`src/rtl/prom_loader_if.sv`:
```
// Byte-in / program-RAM-write bundle of the boot loader.
interface prom_loader_if #(
  parameter int ADDR_W = 13,
  parameter int DATA_W = 15
);
  logic [7:0]        rx_data_ip;
  logic              rx_valid_ip;
  logic              prom_we_op;
  logic [ADDR_W-1:0] prom_waddr_op;
  logic [DATA_W-1:0] prom_wdata_op;

  modport master (
    input  rx_data_ip,
    input  rx_valid_ip,
    output prom_we_op,
    output prom_waddr_op,
    output prom_wdata_op
  );

  modport slave (
    output rx_data_ip,
    output rx_valid_ip,
    input  prom_we_op,
    input  prom_waddr_op,
    input  prom_wdata_op
  );
endinterface

```
`src/rtl/prom_loader.sv`:
```
// Boot loader: frames UART bytes into 15-bit words, writes program RAM,
// holds the CPU in reset until the frame checksum verifies.
module prom_loader #(
  parameter int         ADDR_W      = 13,
  parameter int         DATA_W      = 15,
  parameter logic [7:0] SYNC_BYTE   = 8'hA5,
  parameter int         TIMEOUT_CYC = 1000000
) (
  input  logic         CLK_ip,
  input  logic         reset,
  prom_loader_if.master bus,
  output logic         cpu_reset_n_op,
  output logic         busy_op,
  output logic         done_op,
  output logic         err_op,
  output logic [2:0]   err_code_op
);

  localparam int IW = ADDR_W + 1;
  localparam int TW = $clog2(TIMEOUT_CYC + 1);
  localparam logic [TW-1:0] T_LAST = TW'(TIMEOUT_CYC - 1);
  localparam logic [16:0] DEPTH = 17'd1 << ADDR_W;

  localparam logic [2:0] E_NONE = 3'd0;
  localparam logic [2:0] E_LEN  = 3'd1;
  localparam logic [2:0] E_FMT  = 3'd2;
  localparam logic [2:0] E_SUM  = 3'd3;
  localparam logic [2:0] E_TMO  = 3'd4;

  typedef enum logic [2:0] {
    S_IDLE,
    S_LEN_H,
    S_LEN_L,
    S_W_L,
    S_W_H,
    S_CSUM,
    S_ERR
  } state_t;

  state_t state, state_n;

  logic [7:0]        len_h, len_h_n;
  logic [15:0]       len, len_n;
  logic [IW-1:0]     idx, idx_n;
  logic [7:0]        wl, wl_n;
  logic [7:0]        csum, csum_n;
  logic [TW-1:0]     tcnt, tcnt_n;
  logic              we_n;
  logic [ADDR_W-1:0] waddr_n;
  logic [DATA_W-1:0] wdata_n;
  logic              busy_n, done_n, err_n;
  logic [2:0]        code_n;
  logic              fail;
  logic [2:0]        fcode;
  logic [15:0]       n_w;
  logic [16:0]       idx_nx;
  logic [7:0]        b;
  logic              in_frame;

  assign b        = bus.rx_data_ip;
  assign n_w      = {len_h, b};
  assign idx_nx   = 17'(idx) + 17'd1;
  assign in_frame = (state != S_IDLE) && (state != S_ERR);

  always_comb begin
    state_n = state;
    len_h_n = len_h;
    len_n   = len;
    idx_n   = idx;
    wl_n    = wl;
    csum_n  = csum;
    tcnt_n  = tcnt;
    we_n    = 1'b0;
    waddr_n = bus.prom_waddr_op;
    wdata_n = bus.prom_wdata_op;
    busy_n  = busy_op;
    done_n  = done_op;
    err_n   = err_op;
    code_n  = err_code_op;
    fail    = 1'b0;
    fcode   = E_NONE;
    if (bus.rx_valid_ip) begin
      tcnt_n = '0;
      unique case (state)
        S_IDLE, S_ERR: begin
          if (b == SYNC_BYTE) begin
            state_n = S_LEN_H;
            busy_n  = 1'b1;
            done_n  = 1'b0;
            err_n   = 1'b0;
            code_n  = E_NONE;
            csum_n  = '0;
            idx_n   = '0;
          end
        end
        S_LEN_H: begin
          len_h_n = b;
          csum_n  = csum + b;
          state_n = S_LEN_L;
        end
        S_LEN_L: begin
          csum_n = csum + b;
          len_n  = n_w;
          if (n_w == 16'd0 || {1'b0, n_w} > DEPTH) begin
            fail  = 1'b1;
            fcode = E_LEN;
          end else begin
            state_n = S_W_L;
          end
        end
        S_W_L: begin
          wl_n    = b;
          csum_n  = csum + b;
          state_n = S_W_H;
        end
        S_W_H: begin
          if (b[7]) begin
            fail  = 1'b1;
            fcode = E_FMT;
          end else begin
            we_n    = 1'b1;
            waddr_n = idx[ADDR_W-1:0];
            wdata_n = {b[6:0], wl};
            idx_n   = idx + 1'b1;
            csum_n  = csum + b;
            state_n = (idx_nx == {1'b0, len}) ? S_CSUM : S_W_L;
          end
        end
        S_CSUM: begin
          if (b == csum) begin
            state_n = S_IDLE;
            busy_n  = 1'b0;
            done_n  = 1'b1;
          end else begin
            fail  = 1'b1;
            fcode = E_SUM;
          end
        end
        default: state_n = S_IDLE;
      endcase
    end else if (in_frame) begin
      // a byte on the expiry cycle takes the branch above instead
      if (tcnt == T_LAST) begin
        fail  = 1'b1;
        fcode = E_TMO;
      end else begin
        tcnt_n = tcnt + 1'b1;
      end
    end
    if (fail) begin
      state_n = S_ERR;
      busy_n  = 1'b0;
      err_n   = 1'b1;
      code_n  = fcode;
    end
  end

  always_ff @(posedge CLK_ip) begin
    if (reset) begin
      state             <= S_IDLE;
      len_h             <= '0;
      len               <= '0;
      idx               <= '0;
      wl                <= '0;
      csum              <= '0;
      tcnt              <= '0;
      bus.prom_we_op    <= 1'b0;
      bus.prom_waddr_op <= '0;
      bus.prom_wdata_op <= '0;
      busy_op           <= 1'b0;
      done_op           <= 1'b0;
      err_op            <= 1'b0;
      err_code_op       <= E_NONE;
      cpu_reset_n_op    <= 1'b0;
    end else begin
      state             <= state_n;
      len_h             <= len_h_n;
      len               <= len_n;
      idx               <= idx_n;
      wl                <= wl_n;
      csum              <= csum_n;
      tcnt              <= tcnt_n;
      bus.prom_we_op    <= we_n;
      bus.prom_waddr_op <= waddr_n;
      bus.prom_wdata_op <= wdata_n;
      busy_op           <= busy_n;
      done_op           <= done_n;
      err_op            <= err_n;
      err_code_op       <= code_n;
      // CPU runs only while idle; the final write precedes the CSUM byte
      cpu_reset_n_op    <= (state_n == S_IDLE);
    end
  end

endmodule

```
`src/flat_wrapper.sv`:
```
// flat-port wrapper written by rule: the top's interface ports become plain ports
module prom_loader_flat 
#(
  parameter int         ADDR_W      = 13,
  parameter int         DATA_W      = 15,
  parameter logic [7:0] SYNC_BYTE   = 8'hA5,
  parameter int         TIMEOUT_CYC = 1000000
)
  (CLK_ip, reset, cpu_reset_n_op, busy_op, done_op, err_op, err_code_op, bus_rx_data_ip, bus_rx_valid_ip, bus_prom_we_op, bus_prom_waddr_op, bus_prom_wdata_op);
  prom_loader_if #(.ADDR_W(ADDR_W), .DATA_W(DATA_W)) bus_i ();
  input  logic CLK_ip;
  input  logic reset;
  output logic cpu_reset_n_op;
  output logic busy_op;
  output logic done_op;
  output logic err_op;
  output logic [2:0] err_code_op;
  input wire logic [$bits(bus_i.rx_data_ip)-1:0] bus_rx_data_ip;
  input wire logic [$bits(bus_i.rx_valid_ip)-1:0] bus_rx_valid_ip;
  output wire logic [$bits(bus_i.prom_we_op)-1:0] bus_prom_we_op;
  output wire logic [$bits(bus_i.prom_waddr_op)-1:0] bus_prom_waddr_op;
  output wire logic [$bits(bus_i.prom_wdata_op)-1:0] bus_prom_wdata_op;
  assign bus_i.rx_data_ip = bus_rx_data_ip;
  assign bus_i.rx_valid_ip = bus_rx_valid_ip;
  assign bus_prom_we_op = bus_i.prom_we_op;
  assign bus_prom_waddr_op = bus_i.prom_waddr_op;
  assign bus_prom_wdata_op = bus_i.prom_wdata_op;
  prom_loader #(.ADDR_W(ADDR_W), .DATA_W(DATA_W), .SYNC_BYTE(SYNC_BYTE), .TIMEOUT_CYC(TIMEOUT_CYC)) u_core (.CLK_ip(CLK_ip), .reset(reset), .bus(bus_i), .cpu_reset_n_op(cpu_reset_n_op), .busy_op(busy_op), .done_op(done_op), .err_op(err_op), .err_code_op(err_code_op));
endmodule
```
`config.mk`:
```
export PLATFORM = sky130hd
export DESIGN_NAME = prom_loader_flat
export DESIGN_NICKNAME = d
export VERILOG_FILES = /design/src/rtl/prom_loader_if.sv /design/src/rtl/prom_loader.sv /design/src/flat_wrapper.sv
export SDC_FILE = /design/constraint.sdc
export NUM_CORES = 1
export LEC_CHECK = 0
export CAP_MARGIN = 25
export CORE_MARGIN = 5
export CORE_UTILIZATION = 54
export CTS_BUF_LIST = sky130_fd_sc_hd__clkbuf_4 sky130_fd_sc_hd__clkbuf_8
export CTS_CLUSTER_DIAMETER = 50
export DETAILED_ROUTE_END_ITERATION = 8
export PLACE_DENSITY = 0.78
export SLEW_MARGIN = 10
export SYNTH_ARGS = -nofsm -noshare
export SYNTH_HDL_FRONTEND = slang
export SYNTH_SLANG_ARGS = --single-unit
```
`constraint.sdc`:
```
create_clock -name CLK_ip -period 2.5 [get_ports CLK_ip]
set_clock_uncertainty 0.05 [all_clocks]
set_input_delay 0.5 -clock CLK_ip [delete_from_list [all_inputs] [get_ports CLK_ip]]
set_output_delay 0.5 -clock CLK_ip [all_outputs]
set_load 0.01 [all_outputs]
```
# Word level (Yosys, flattened, before mapping)
# Index checks and enable logic that the tools add are counted.
[word_totals]
regBits = 113
elab_cells = 106
[classes]
add_sub_neg = 4
n_lt_le_gt_ge = 1
eq_ne = 14
mux = 42
bitwise = 4
reduce_logical = 26
[ops]
columns = ["operator", "n"]
rows = [
  ["3-bit 2-to-1 mux", 14],
  ["14-bit 2-to-1 mux", 2],
  ["14-bit one-hot mux with 2 select lines", 1],
  ["8-bit one-hot mux with 3 select lines", 1],
  ["20-bit by 1-bit adder with 20-bit output, second input constant", 1],
  ["20-bit equality test, second input constant", 1],
  ["3-bit one-hot mux with 6 select lines", 1],
  ["17-bit by 16-bit equality test with 1-bit output", 1],
  ["16-bit by 14-bit > comparator with 1-bit output, second input constant", 1],
  ["16-bit logical NOT", 1],
  ["8-bit 2-to-1 mux", 2],
  ["14-bit by 1-bit adder with 15-bit output, second input constant", 1],
  ["1-bit 2-to-1 mux", 15],
  ["14-bit by 1-bit adder with 14-bit output, second input constant", 1],
  ["4-bit AND reduction", 3],
  ["2-bit nonzero test", 5],
  ["3-bit equality test, second input constant", 3],
  ["3-bit one-hot mux with 3 select lines", 1],
  ["8-bit adder", 1],
  ["8-bit equality test", 1],
  ["8-bit equality test, second input constant", 1],
  ["2-bit AND reduction", 4],
  ["3-bit by 2-bit equality test with 1-bit output, second input constant", 2],
  ["3-bit logical NOT", 2],
  ["other kinds (14)", 25],
]

# Longest topological paths before layout
# Gate-level depths: netlist of run 1.
[logic_depth]
word_depth = 8
mapped_depth = 10

# Worst setup path before layout of run 1
# OpenSTA, ideal clock, no wires.
[synth_path]
path_type = "input-to-reg"
start = "input port bus_rx_data_ip[1]"
end = "register u_core.csum[7]"
setup_time_ns = 0.074
arrival_ns = 2.344
required_ns = 2.376
setup_slack_ns = 0.032
path_stages = 9
n_path_buf = 0
path_cell_list = "ha_1 -> a21o_1 -> a21oi_1 -> nor2b_1 -> o21a_1 -> o41ai_1 -> xor2_1 -> or3b_2 -> a31oi_1"
[synth_between]
elab_chain_len = 3
elab_cells_between_ends = 6
[synth_lines]
columns = ["item", "line_no", "text"]
rows = [
  ["start: declaration", "flat_wrapper.sv:18", "input wire logic [$bits(bus_i.rx_data_ip)-1:0] bus_rx_data_ip;"],
  ["8-bit adder or 8-bit equality test (tied branches)", "n/a", ""],
  ["8-bit 2-to-1 mux or 2-bit by 1-bit != test with 1-bit output (tied branches)", "n/a", ""],
  ["8-bit one-hot mux with 3 select lines or 4-bit AND reduction (tied branches)", "n/a", ""],
  ["end signal: assignment", "prom_loader.sv:181", "csum <= csum_n;"],
  ["end: declaration", "prom_loader.sv:46", "logic [7:0] csum, csum_n;"],
]
# Several ways; a longest one is shown, not always the timed one. The select of a mux whose other input is x is not followed.
# A chain may end at the register's enable or synchronous reset.

# Worst setup path after layout of run 1
[layout_path]
start = "input port bus_rx_data_ip[0]"
end = "register u_core.csum[7]"
# Same word-level chain as after synthesis.

==> results.json, run 1 <==
{
  "status": "complete, no violations",
  "holdCritPathClass": "reg -> reg",
  "grt-ovfl-total": 0,
  "core_um2": 9860,
  "cts_num_sinks": 113,
  "setup_ws_ns": 0.0613,
  "setup_tns_ns": 0,
  "final_area_um2": 6920,
  "synthCells": 681,
  "clkLatencyLatePin_ns": 0.43,
  "ys_types": 70,
  "synth_edf_count": 0,
  "first_global_vias": 5164,
  "power_frac_comb_pct": 11.8,
  "rows": 36,
  "yosys_warnings": 0,
  "track_usage_pct": 23.4,
  "die-area_um2": 12300,
  "cts.clk_slew.worst_paths_ns": 0.08,
  "yosysTopAreaCellShare_pct": 41.0,
  "antenna_found_initial": 0,
  "placed_area_um2": 6440,
  "remaining_drc_errors": 0,
  "critPathMaxFanout": 2,
  "pwr-share-clk_pct": 42.9,
  "slew_violations": 0,
  "fin_total_pwr_mw": 4.12,
  "cts_tree": "built",
  "ctsHoldBuffers": 0,
  "drt-total-wl_um": 14500,
  "vias": 5217,
  "crit_path_end_kind": "flop",
  "drive_gt1_share_pct": 18.3,
  "dp.cells": 888,
  "ys.flop_type": "dfxtp_1",
  "port-buffer-count": 46,
  "start_util_pct": 55.9,
  "netlist_area_um2": 5510,
  "clock_path_buffers": 2,
  "cts_made_buffers": 17,
  "fp.dieH_um": 111,
  "ant_nets": 0,
  "p_int_mw": 2.97,
  "power.leakage_nw": 2.64,
  "drt_iter0_drc": 353,
  "seqPwrFrac_pct": 45.3,
  "fin_crit_sh_pct": 97.5,
  "routabilityCongestion": 0.935,
  "ir_drop_uv": 576,
  "min_period_ns": 2.44,
  "cp-start-kind": "input port",
  "slew_headroom_pct": 59.8,
  "dp_hpwl_um": 10000,
  "hold_viol": 0,
  "diodes": 0,
  "required_ns": 2.81,
  "crit_arrival_ns": 2.75,
  "layout.nets": 796,
  "dr.pass1.iters": 5,
  "layout.cells.non_filler": 921,
  "die_w_um": 111,
  "power.density_nw_per_um2": 596,
  "htreeDepth": 4,
  "worstMarginPinSlew_ns": 0.603,
  "clock.fmax_mhz": 410,
  "ios": 47,
  "criticalPathCategory": "in -> reg",
  "synth_area_leaders": "dfxtp_1 (41%), nand2_1 (10%), a21oi_1 (7.2%)",
  "syn_nets": 702,
  "grt_pass1_wl_um": 23900,
  "wl_per_cell_um": 15.7,
  "ys_seq_elements": 113,
  "syn2layout_area_growth_pct": 25.5,
  "cts_root_buffer": "clkbuf_8",
  "finish.utilization_pct": 70.1,
  "dp_worst_setup_slack_ns": -0.604,
  "p_switching_mw": 1.15,
  "yosysTopAreaCell": "dfxtp_1",
  "netSwitchingFraction_pct": 27.8,
  "ys_seq_area_share_pct": 41.0,
  "finalSetupViolCount": 0,
  "vias_per_cell": 5.66,
  "async_flop_share_pct": 0,
  "grt_start_max_net_pins": 62,
  "avgSynthCellArea_um2": 8.10,
  "drv_cap": 0,
  "whs_ns": 0.402
}
cells in the mapped netlist (6+ instances only):
library cell and count:
nor3_1 14, nand4_1 6, dfxtp_1 113, and3_1 11, nor2_1 54, o21a_1 6, or3_1 6, and2_1 7
xor2_1 24, ha_1 9, xnor2_1 18, nor2b_1 7, nand2_1 152, a22oi_1 7, clkbuf_1 27, a21oi_1 79
o21ai_0 27, nand3_1 14
cell type report:
cell class                 count  area [µm²]
multi-input combinational    522        3050
fill                         738        2950
sequential                   113        2260
timing repair buffer         117        1010
clock buffer                  17         234
clock inverter                15         174
tap                          133         166
inverter                       4        15.0
power groups by stage:
stage               Sequential [mW]  Combinational, mW  Clock (mW)
floorplan                      1.90              0.277           0
global placement               1.91              0.449           0
detailed placement             1.91              0.463           0
CTS                            1.87              0.470        1.79
global route                   1.87              0.529        1.89
finish                         1.87              0.486        1.77
sequential cells by signal, indices dropped and copies added (netlist names):
register and count:
u_core.cpu_reset_n_op 1, u_core.err_code_op 3, u_core.len 16, u_core.wl 8, u_core.bus.prom_waddr_op 13, u_core.len_h 8
u_core.tcnt 20, u_core.state 3, u_core.done_op 1, u_core.bus.prom_we_op 1, u_core.csum 8, u_core.busy_op 1
u_core.err_op 1, u_core.bus.prom_wdata_op 15, u_core.idx 14
critical path, stage by stage:
cell and delay [ns]:
clkdlybuf4s50_1 0.47, ha_2 0.23, a21o_1 0.17, a21oi_2 0.15
nor2b_1 0.06, o21a_1 0.19, o41ai_2 0.24, xor2_1 0.13
or3b_2 0.45, a31oi_1 0.14
per-layer routing:
| layer | vias to the layer above | track usage (%) | routed length (µm) |
|---|---|---|---|
| met3 | 38 | 4.20 | 749 |
| met1 | 2464 | 28.0 | 6180 |
| met2 | 187 | 41.1 | 7180 |
| li1 | 2528 | - | - |
| met5 | - | 0 | 0 |
| met4 | 0 | 10.4 | 376 |
timing repair:
item	CTS	global route
setup buffers	1	0
resized for setup	5	11
endpoints found under the setup margin	5	7
hold endpoints to repair	0	0
pin swaps	3	1
layout by cell type, fill, tap and decap left out, types with 11 or more instances in the layout:
master and instances:
and3_1 11, nor3_1 12, dfxtp_1 111, nor2_1 53
xnor2_1 18, clkdlybuf4s50_1 42, a21oi_1 77, buf_4 69
o21ai_0 27, nand3_1 14, nand2_1 152, clkbuf_8 17
xor2_1 24
cell families (layout without fill, tap and decap cells):
kind of cell | Yosys count | after routing | share of synthesized area, %
mux | 4 | 4 | 0.726
flops | 113 | 113 | 41.0
xor+xnor | 43 | 43 | 6.97
fa+ha+maj | 10 | 10 | 2.41
buf+inv | 46 | 153 | 4.81
simple gates | 315 | 315 | 28.0
compound gates | 150 | 150 | 16.1
final timing paths:
path                              start                                  endpoint  cells past startpoint  slack (ns)
max                   bus_rx_data_ip[0]               u_core.csum[7]$_SDFFE_PP0P_                     10        0.06
min           u_core.wl[2]$_SDFFE_PP0P_  u_core.bus.prom_wdata_op[2]$_SDFFE_PP0P_                      2        0.40
max reg2reg  u_core.idx[1]$_SDFFE_PP0P_          u_core.cpu_reset_n_op$_SDFF_PP0_                     10        0.09
min reg2reg   u_core.wl[2]$_SDFFE_PP0P_  u_core.bus.prom_wdata_op[2]$_SDFFE_PP0P_                      2        0.40
Power figures use the tool's default switching activity.
==> run 2, diff against run 1 <==
--- a/config.mk
+++ b/config.mk
@@ -6,12 +6,14 @@
 export NUM_CORES = 1
 export LEC_CHECK = 0
 export CAP_MARGIN = 25
+export CELL_PAD_IN_SITES_DETAIL_PLACEMENT = 2
+export CELL_PAD_IN_SITES_GLOBAL_PLACEMENT = 2
 export CORE_MARGIN = 5
-export CORE_UTILIZATION = 54
+export CORE_UTILIZATION = 32
 export CTS_BUF_LIST = sky130_fd_sc_hd__clkbuf_4 sky130_fd_sc_hd__clkbuf_8
 export CTS_CLUSTER_DIAMETER = 50
 export DETAILED_ROUTE_END_ITERATION = 8
-export PLACE_DENSITY = 0.78
+export PLACE_DENSITY = 0.77
 export SLEW_MARGIN = 10
 export SYNTH_ARGS = -nofsm -noshare
 export SYNTH_HDL_FRONTEND = slang
==> results.json, run 2 (synthesis gave the netlist of run 1 again) <==
{
  "worstRegToRegCells": 10,
  "cts_tree": "built",
  "layout_commonest_cell": "nand2_1",
  "antenna_found_initial": 0,
  "power.density_nw_per_um2": 619,
  "die_w_um": 141,
  "reg2reg_to": "u_core.cpu_reset_n_op$_SDFF_PP0_",
  "hold_viol": 0,
  "routabilityCongestion": 0.825,
  "crit_path_end_kind": "flop",
  "critPathMaxFanout": 6,
  "cts.clk_slew.worst_paths_ns": 0.08,
  "die-area_um2": 20000,
  "startpoint": "bus_rx_data_ip[1]",
  "cts_num_sinks": 113,
  "slew_headroom_pct": 65.4,
  "crit_arrival_ns": 2.88,
  "grt_use_met2_pct": 39.0,
  "remaining_drc_errors": 0,
  "fp.dieH_um": 141,
  "register_area_um2": 2270,
  "top_register": "u_core.tcnt",
  "dr.pass1.iters": 4,
  "ios": 47,
  "first_global_vias": 6192,
  "layout.cells.non_filler": 1020,
  "timing.rr.start": "u_core.idx[1]$_SDFFE_PP0P_",
  "holdCritPathClass": "reg -> reg",
  "dp_hpwl_um": 14200,
  "grt_pass1_wl_um": 33200,
  "drt_iter0_drc": 211,
  "required_ns": 2.84,
  "whs_path_depth": 2,
  "vias": 5311,
  "most-common-layout-cells": "nand2_1 (151), dfxtp_1 (108), a21oi_1 (77)",
  "drt-total-wl_um": 20700,
  "dp.cells": 987,
  "ff2ff_setup_slack_ns": 0.06,
  "diodes": 0,
  "largest_reg_flops": 20,
  "criticalPathCategory": "in -> reg",
  "power.leakage_nw": 2.74,
  "violations": "negative setup slack",
  "rows": 48,
  "crit_end": "u_core.cpu_reset_n_op$_SDFF_PP0_",
  "met3_usage_pct": 4.35,
  "ir_drop_uv": 355,
  "busiest_layer": "met2",
  "wl_per_cell_um": 20.3,
  "finalSetupViolCount": 2,
  "layout.nets": 803,
  "ctsHoldBuffers": 0,
  "clock_path_buffers": 2,
  "drv_cap": 0,
  "port-buffer-count": 46,
  "worstMarginPinSlew_ns": 0.519,
  "whs_ns": 0.410,
  "vias_per_cell": 5.21,
  "syn2layout_area_growth_pct": 31.2,
  "fin_total_pwr_mw": 4.47,
  "core_um2": 17100,
  "clock.fmax_mhz": 393,
  "start_util_pct": 32.2,
  "use_met1_pct": 23.9,
  "multi_input_area_um2": 3130,
  "drive_gt1_share_pct": 21.0,
  "grt_start_max_net_pins": 45,
  "min_period_ns": 2.54,
  "grt-ovfl-total": 0,
  "fin_crit_sh_pct": 102,
  "setup_ws_ns": -0.0425,
  "track_usage_pct": 21.0,
  "fillers": 1913,
  "top_regs": "u_core.tcnt (20), u_core.len (16), u_core.bus.prom_wdata_op (15)",
  "cts_root_buffer": "clkbuf_8",
  "rsz0062_at_grt": "true",
  "cp-start-kind": "input port",
  "ant_nets": 0,
  "htreeDepth": 4,
  "slew_violations": 0,
  "clkLatencyLatePin_ns": 0.45,
  "status": "complete, but fails checks",
  "cts_made_buffers": 17
}
## run 2: changes by cell type in the layout (fill, tap and decap cells not counted), sizes merged
cell / previous run / this run
dlymetal6s2s: 1 / 3
buf: 72 / 79
clkinv: 6 / 8
clkdlybuf4s50: 42 / 38
dlygate4sd2: 2 / 4
bufinv: 2 / 5
inv: 9 / 4
## run 2: layout make-up
class	instances	area share, %
clock buffers	17	3.23
clock inverters	15	3.20
inverters	4	0.208
multi-input cells	522	43.2
flip-flops and latches	113	31.4
well taps	225	3.89
repair buffers	124	14.8
## run 2: critical path, stage by stage
cell and delay (ns):
dlygate4sd2_1 0.27, buf_6 0.15, or4_4 0.56, and4b_1 0.33, xnor2_2 0.15, a21o_1 0.20, nand2_2 0.10, a311o_1 0.31
o31ai_2 0.09, and3_1 0.21
## run 2: timing repair
item | 4_1_cts | 5_1_grt
buffers inserted | 0 | 1
pin swaps | 4 | 6
gates cloned | 0 | 0
resized for setup | 19 | 22
endpoints found under the setup margin | 25 | 16
## run 2: power breakdown
| part | internal, mW | switching, mW | total [mW] |
|---|---|---|---|
| Combinational | 0.230 | 0.306 | 0.536 |
| Sequential | 1.84 | 0.0357 | 1.87 |
| Clock | 1.20 | 0.869 | 2.07 |
| Total | 3.26 | 1.21 | 4.47 |
## run 2: layer usage
metal	up-vias	wire length, µm	share of wire [%]
met1	2679	8740	42
li1	2529	-	-
met4	0	261	1.3
met3	18	592	2.9
met2	85	11100	54
met5	-	0	0
## run 2: how the worst min path moves through the flow
stage	endpoint	slack (ns)	start
final	u_core.bus.prom_waddr_op[5]$_SDFFE_PP0P_	0.41	u_core.bus.prom_waddr_op[5]$_SDFFE_PP0P_
after floorplan	u_core.bus.prom_wdata_op[0]$_SDFFE_PP0P_	0.38	u_core.wl[0]$_SDFFE_PP0P_
after global placement	u_core.bus.prom_waddr_op[1]$_SDFFE_PP0P_	0.39	u_core.bus.prom_waddr_op[1]$_SDFFE_PP0P_
after global routing	u_core.bus.prom_wdata_op[3]$_SDFFE_PP0P_	0.44	u_core.bus.prom_wdata_op[3]$_SDFFE_PP0P_
after CTS	u_core.bus.prom_wdata_op[3]$_SDFFE_PP0P_	0.41	u_core.bus.prom_wdata_op[3]$_SDFFE_PP0P_
after detailed placement	u_core.bus.prom_wdata_op[3]$_SDFFE_PP0P_	0.40	u_core.bus.prom_wdata_op[3]$_SDFFE_PP0P_
## run 2: metrics by stage
step                utilization (%)  worst slack (ns)  instance area, µm²  TNS, ns
floorplan                         -            0.0317                5510        0
global placement               38.6            -0.586                6610   -12.30
detailed placement             38.6            -0.660                6610   -15.44
CTS                            41.6           0.00103                7130        0
global route                   42.3           -0.0434                7230   -0.111
finish                         42.3           -0.0425                7230  -0.0437
